--- src/rtl/cmp_pkg.sv ---
// rtl/cmp_pkg.sv - shared result codes and default widths for the 2-bit comparator
package cmp_pkg;

  localparam int DEF_WIDTH = 2;
  localparam int DEF_CNT_W = 8;

  typedef enum logic [1:0] {
    EQ = 2'd0,
    GT = 2'd1,
    LT = 2'd2
  } cmp_res_t;

endpackage

--- src/rtl/comparator_core.sv ---
// rtl/comparator_core.sv - combinational unsigned magnitude compare, MSB-first priority chain
module comparator_core #(
  parameter int WIDTH = 2
) (
  input  logic [WIDTH-1:0] a,
  input  logic [WIDTH-1:0] b,
  output logic             e,
  output logic             g,
  output logic             l
);

  logic [WIDTH-1:0] eq_bits;
  logic             eq_run;

  assign eq_bits = ~(a ^ b);
  assign e       = &eq_bits;

  // The first differing bit from the MSB down decides g versus l.
  always_comb begin
    eq_run = 1'b1;
    g      = 1'b0;
    l      = 1'b0;
    for (int i = WIDTH - 1; i >= 0; i--) begin
      g      = g | (eq_run & a[i] & ~b[i]);
      l      = l | (eq_run & ~a[i] & b[i]);
      eq_run = eq_run & eq_bits[i];
    end
  end

endmodule

--- src/rtl/comparator_2bit_df.sv ---
// rtl/comparator_2bit_df.sv - registered comparator with saturating per-outcome event counters
module comparator_2bit_df
  import cmp_pkg::*;
#(
  parameter int WIDTH = DEF_WIDTH,
  parameter int CNT_W = DEF_CNT_W
) (
  input  logic             clk,
  input  logic             rst_n,
  input  logic [WIDTH-1:0] a,
  input  logic [WIDTH-1:0] b,
  input  logic             in_valid,
  input  logic             cnt_clr,
  output logic             e,
  output logic             g,
  output logic             l,
  output logic             out_valid,
  output logic [CNT_W-1:0] cnt_eq,
  output logic [CNT_W-1:0] cnt_gt,
  output logic [CNT_W-1:0] cnt_lt
);

  logic     e_c;
  logic     g_c;
  logic     l_c;
  cmp_res_t res;

  comparator_core #(.WIDTH(WIDTH)) u_core (
    .a (a),
    .b (b),
    .e (e_c),
    .g (g_c),
    .l (l_c)
  );

  assign res = e_c ? EQ : (g_c ? GT : LT);

  function automatic logic [CNT_W-1:0] sat_inc(input logic [CNT_W-1:0] v, input logic inc);
    return (!inc || (&v)) ? v : v + 1'b1;
  endfunction

  always_ff @(posedge clk) begin
    if (!rst_n) begin
      e         <= 1'b0;
      g         <= 1'b0;
      l         <= 1'b0;
      out_valid <= 1'b0;
      cnt_eq    <= '0;
      cnt_gt    <= '0;
      cnt_lt    <= '0;
    end else begin
      out_valid <= in_valid;
      if (in_valid) begin
        e <= e_c;
        g <= g_c;
        l <= l_c;
      end
      // Clear wins over a same-cycle increment; flags above still load.
      if (cnt_clr) begin
        cnt_eq <= '0;
        cnt_gt <= '0;
        cnt_lt <= '0;
      end else if (in_valid) begin
        cnt_eq <= sat_inc(cnt_eq, res == EQ);
        cnt_gt <= sat_inc(cnt_gt, res == GT);
        cnt_lt <= sat_inc(cnt_lt, res == LT);
      end
    end
  end

endmodule

--- config.mk ---
export PLATFORM = sky130hd
export DESIGN_NAME = comparator_2bit_df
export DESIGN_NICKNAME = d
export VERILOG_FILES = /design/src/rtl/cmp_pkg.sv /design/src/rtl/comparator_core.sv /design/src/rtl/comparator_2bit_df.sv
export SDC_FILE = /design/constraint.sdc
export NUM_CORES = 1
export LEC_CHECK = 0
export ABC_CLOCK_PERIOD_IN_PS = 2100
export CAP_MARGIN = 0
export CORE_ASPECT_RATIO = 1.4
export CORE_MARGIN = 1
export CORE_UTILIZATION = 47
export DETAILED_ROUTE_END_ITERATION = 12
export PLACE_DENSITY = 0.78
export SLEW_MARGIN = 15
export SYNTH_ARGS = -nofsm -noshare
export SYNTH_HDL_FRONTEND = slang
export SYNTH_SLANG_ARGS = --single-unit
--- constraint.sdc ---
create_clock -name clk -period 2.1 [get_ports clk]
set_input_delay 0.42 -clock clk [delete_from_list [all_inputs] [get_ports clk]]
set_output_delay 0.42 -clock clk [all_outputs]
set_load 0.01 [all_outputs]
==> impl_metrics.ini <==
[grt]
grt_max_degree = 17
grt_overflow = 0
grt_pass1_wl_um = 5057
track_usage_pct = 22.51
grt_pass1_vias = 1201
antenna_found_initial = 0

[critical_path]
start_kind = input pin
arrival_ns = 2.31
rr_endpoint = cnt_lt[4]
reg2reg_slack_ns = 0.40
cp.required_ns = 2.38
reg2regPathDepth = 7
endpoint_kind = register
timing.rr.start = cnt_lt[0]
critical_path.max_fanout = 8
critPathKind = in -> reg

[cells_and_area]
final_common_cell = clkdlybuf4s50_1
num_antenna_cells = 0
syn2layout_area_growth_pct = 42.05
nets = 213
stdcell_count = 235
final_layout_size_suffix_gt1_share_pct = 14.57
final_area_um2 = 1911
final_cell_mix = clkdlybuf4s50_1 (35), dfxtp_1 (28), nor2_1 (18), buf_4 (15), nand2_1 (14)
nFillCells = 216

[cts]
root_buffer = clkbuf_4
cts_buffer_depth = 2
cts_tree = done
htree_levels = 1
cts-buffers-inserted = 3
path_clk_slew_ns = 0.15
cts.sinks = 28
clk_latency_ns = 0.33

[timing]
skew_ns = 0.001459
worstMarginPinSlew_ns = 0.4921
finalSetupTns_ns = 0
timing.hold.ws_ns = 0.5042
fmax_mhz = 493.4
finalSetupViolations = 0
slew_violations = 0
relSlewSlack_pct = 67.12
finalCriticalPeriod_ns = 2.027
hold_viol = 0
grt_setup_unrepaired = no
finalCritPeriodShare_pct = 96.51

[placement]
place_inst = 230
hpwl_um = 2332
placed_area_um2 = 1822
place_congestion = 0.8289
io_buffers = 35

[min_path]
hold_end = e
hp-class = reg -> reg
min_path_cells = 2
holdCritStartpoint = e

[logic_synthesis]
ys_seq_elements = 28
synthFlopType = dfxtp_1
synth.distinct_cells = 37
syn_nets = 162
synth-simple-area-share_pct = 26.79
synth_edf_count = 0
synthAdderAreaFrac_pct = 4.651
synth_cells = 149
synth_area_um2 = 1345
synthXorXnorAreaFrac_pct = 9.767
ys.warnings.count = 0
synth_mux_area_share_pct = 0.7442
synthTopCellsByArea = dfxtp_1 (42%), xor2_1 (5.2%), nor2_1 (5.0%)
syn_area_per_cell_um2 = 9.027
yosysTopAreaCellShare_pct = 41.67
synth_compound_area_share_pct = 13.77
synth_top_family_by_area = simple AND/OR/NAND/NOR gates
yosysSeqAreaShare_pct = 41.67
synth_top_area_cell = dfxtp_1
ys_async_sr_fraction_pct = 0

[pwr]
finalPower_mw = 1.034
p_sw_uw = 230.4
ir_drop_uv = 427.0
leakage_nw = 0.6916
intPower_uw = 803.2
p_per_area_nw_per_um2 = 541.0
power_frac_comb_pct = 12.7
pwr-share-seq_pct = 52.6
clkPwrFrac_pct = 34.7
switching_share_pct = 22.29

[route]
viasPerCell = 5.379
vias = 1264
drt-pass1-iter-count = 4
routedWlPerCell_um = 13.02
routed_wl_um = 3059
drc = 0
antenna_left = 0
drt_iter0_markers = 34

[floorplan]
die_x_um = 47.21
initial_core_util_pct = 50.37
design.core.area_um2 = 2670
dieArea_um2 = 3083
ioPinCount = 36
rows = 22
die_h_um = 65.30

[run_status]
status = finished clean

[job]
maxCapViolCount = 0
metrics by stage:
| stage | setup slack [ns] | utilization, % |
|---|---|---|
| after floorplan | 0.1684 | - |
| after global placement | -0.2482 | 68.23 |
| after detailed placement | -0.3216 | 68.23 |
| after CTS | 0.01022 | 70.20 |
| after global routing | 0.002190 | 71.56 |
| final | 0.07332 | 71.56 |
cell families after synthesis:
group / Yosys count
adder cells (fa/ha/maj): 5
buffers and inverters: 7
multiplexers: 1
AO/OA/AOI/OAI: 25
XOR/XNOR: 15
flip-flops: 28
AND/OR/NAND/NOR: 68
synth_stat cells, types with 2 or more instances:
library cell and number:
dfxtp_1 28, nor2_1 18, nand2_1 14, a21oi_1 8
xor2_1 8, nand3_1 7, xnor2_1 7, ha_1 5
nand4_1 5, and3_1 4, or4_1 4, inv_1 3
nand2b_1 3, nor3b_1 3, o21ai_0 3, o31ai_1 3
a31oi_1 2, and4_1 2, clkbuf_1 2, nor2b_1 2
o221a_2 2
worst max-delay path by stage:
stage / startpoint / end / slack, ns / depth (start not counted)
5_1_grt: a[1] / cnt_gt[3] / 0.002 / 8
3_3_place_gp: a[1] / cnt_gt[7] / -0.25 / 8
2_1_floorplan: a[1] / cnt_gt[7] / 0.17 / 8
6_report: a[1] / cnt_gt[7] / 0.07 / 8
3_5_place_dp: a[1] / cnt_gt[7] / -0.32 / 8
4_1_cts: a[1] / cnt_gt[7] / 0.01 / 7
registers in the layout, indices dropped and copies added, names as in the netlist:
name	count
out_valid	1
g	1
cnt_gt	8
l	1
cnt_lt	8
e	1
cnt_eq	8
power groups by stage:
stage	registers, mW	logic [mW]	clock network, mW
floorplan	0.558	0.0543	0
global placement	0.555	0.117	0
detailed placement	0.555	0.121	0
CTS	0.544	0.123	0.365
global route	0.545	0.142	0.394
finish	0.544	0.131	0.359
critical path, cell delays in order:
cell	delay [ns]
clkdlybuf4s50_1	0.51
inv_1	0.09
ha_4	0.29
nand2_1	0.08
nor2_4	0.12
o221ai_4	0.16
or4_1	0.50
a21oi_1	0.14
per-layer routing:
| layer | vias to the layer above | global-route usage (%) | wire [um] |
|---|---|---|---|
| li1 | 631 | - | - |
| met3 | 7 | 2.473 | 74 |
| met1 | 597 | 25.39 | 1252 |
| met5 | - | 0 | 0 |
| met4 | 0 | 8.929 | 61 |
| met2 | 29 | 40.63 | 1671 |
final cells by class:
cell class                 instances  area (um^2)  share of cell area [%]
inverter                           3        11.26                  0.5894
multi-input combinational        114        778.2                   40.73
timing repair buffer              50        462.9                   24.23
clock inverter                     1        30.03                   1.572
clock buffer                       3        22.52                   1.179
tap                               36        45.04                   2.358
sequential                        28        560.5                   29.34
what timing repair did:
| action | 4_1_cts | 5_1_grt |
|---|---|---|
| endpoints found under the setup margin | 0 | 5 |
| hold endpoints to repair | 0 | 0 |
| buffers inserted | 0 | 1 |
| hold buffers | 0 | 0 |
| resized for setup | 0 | 3 |
Power figures use the tool's default switching activity.
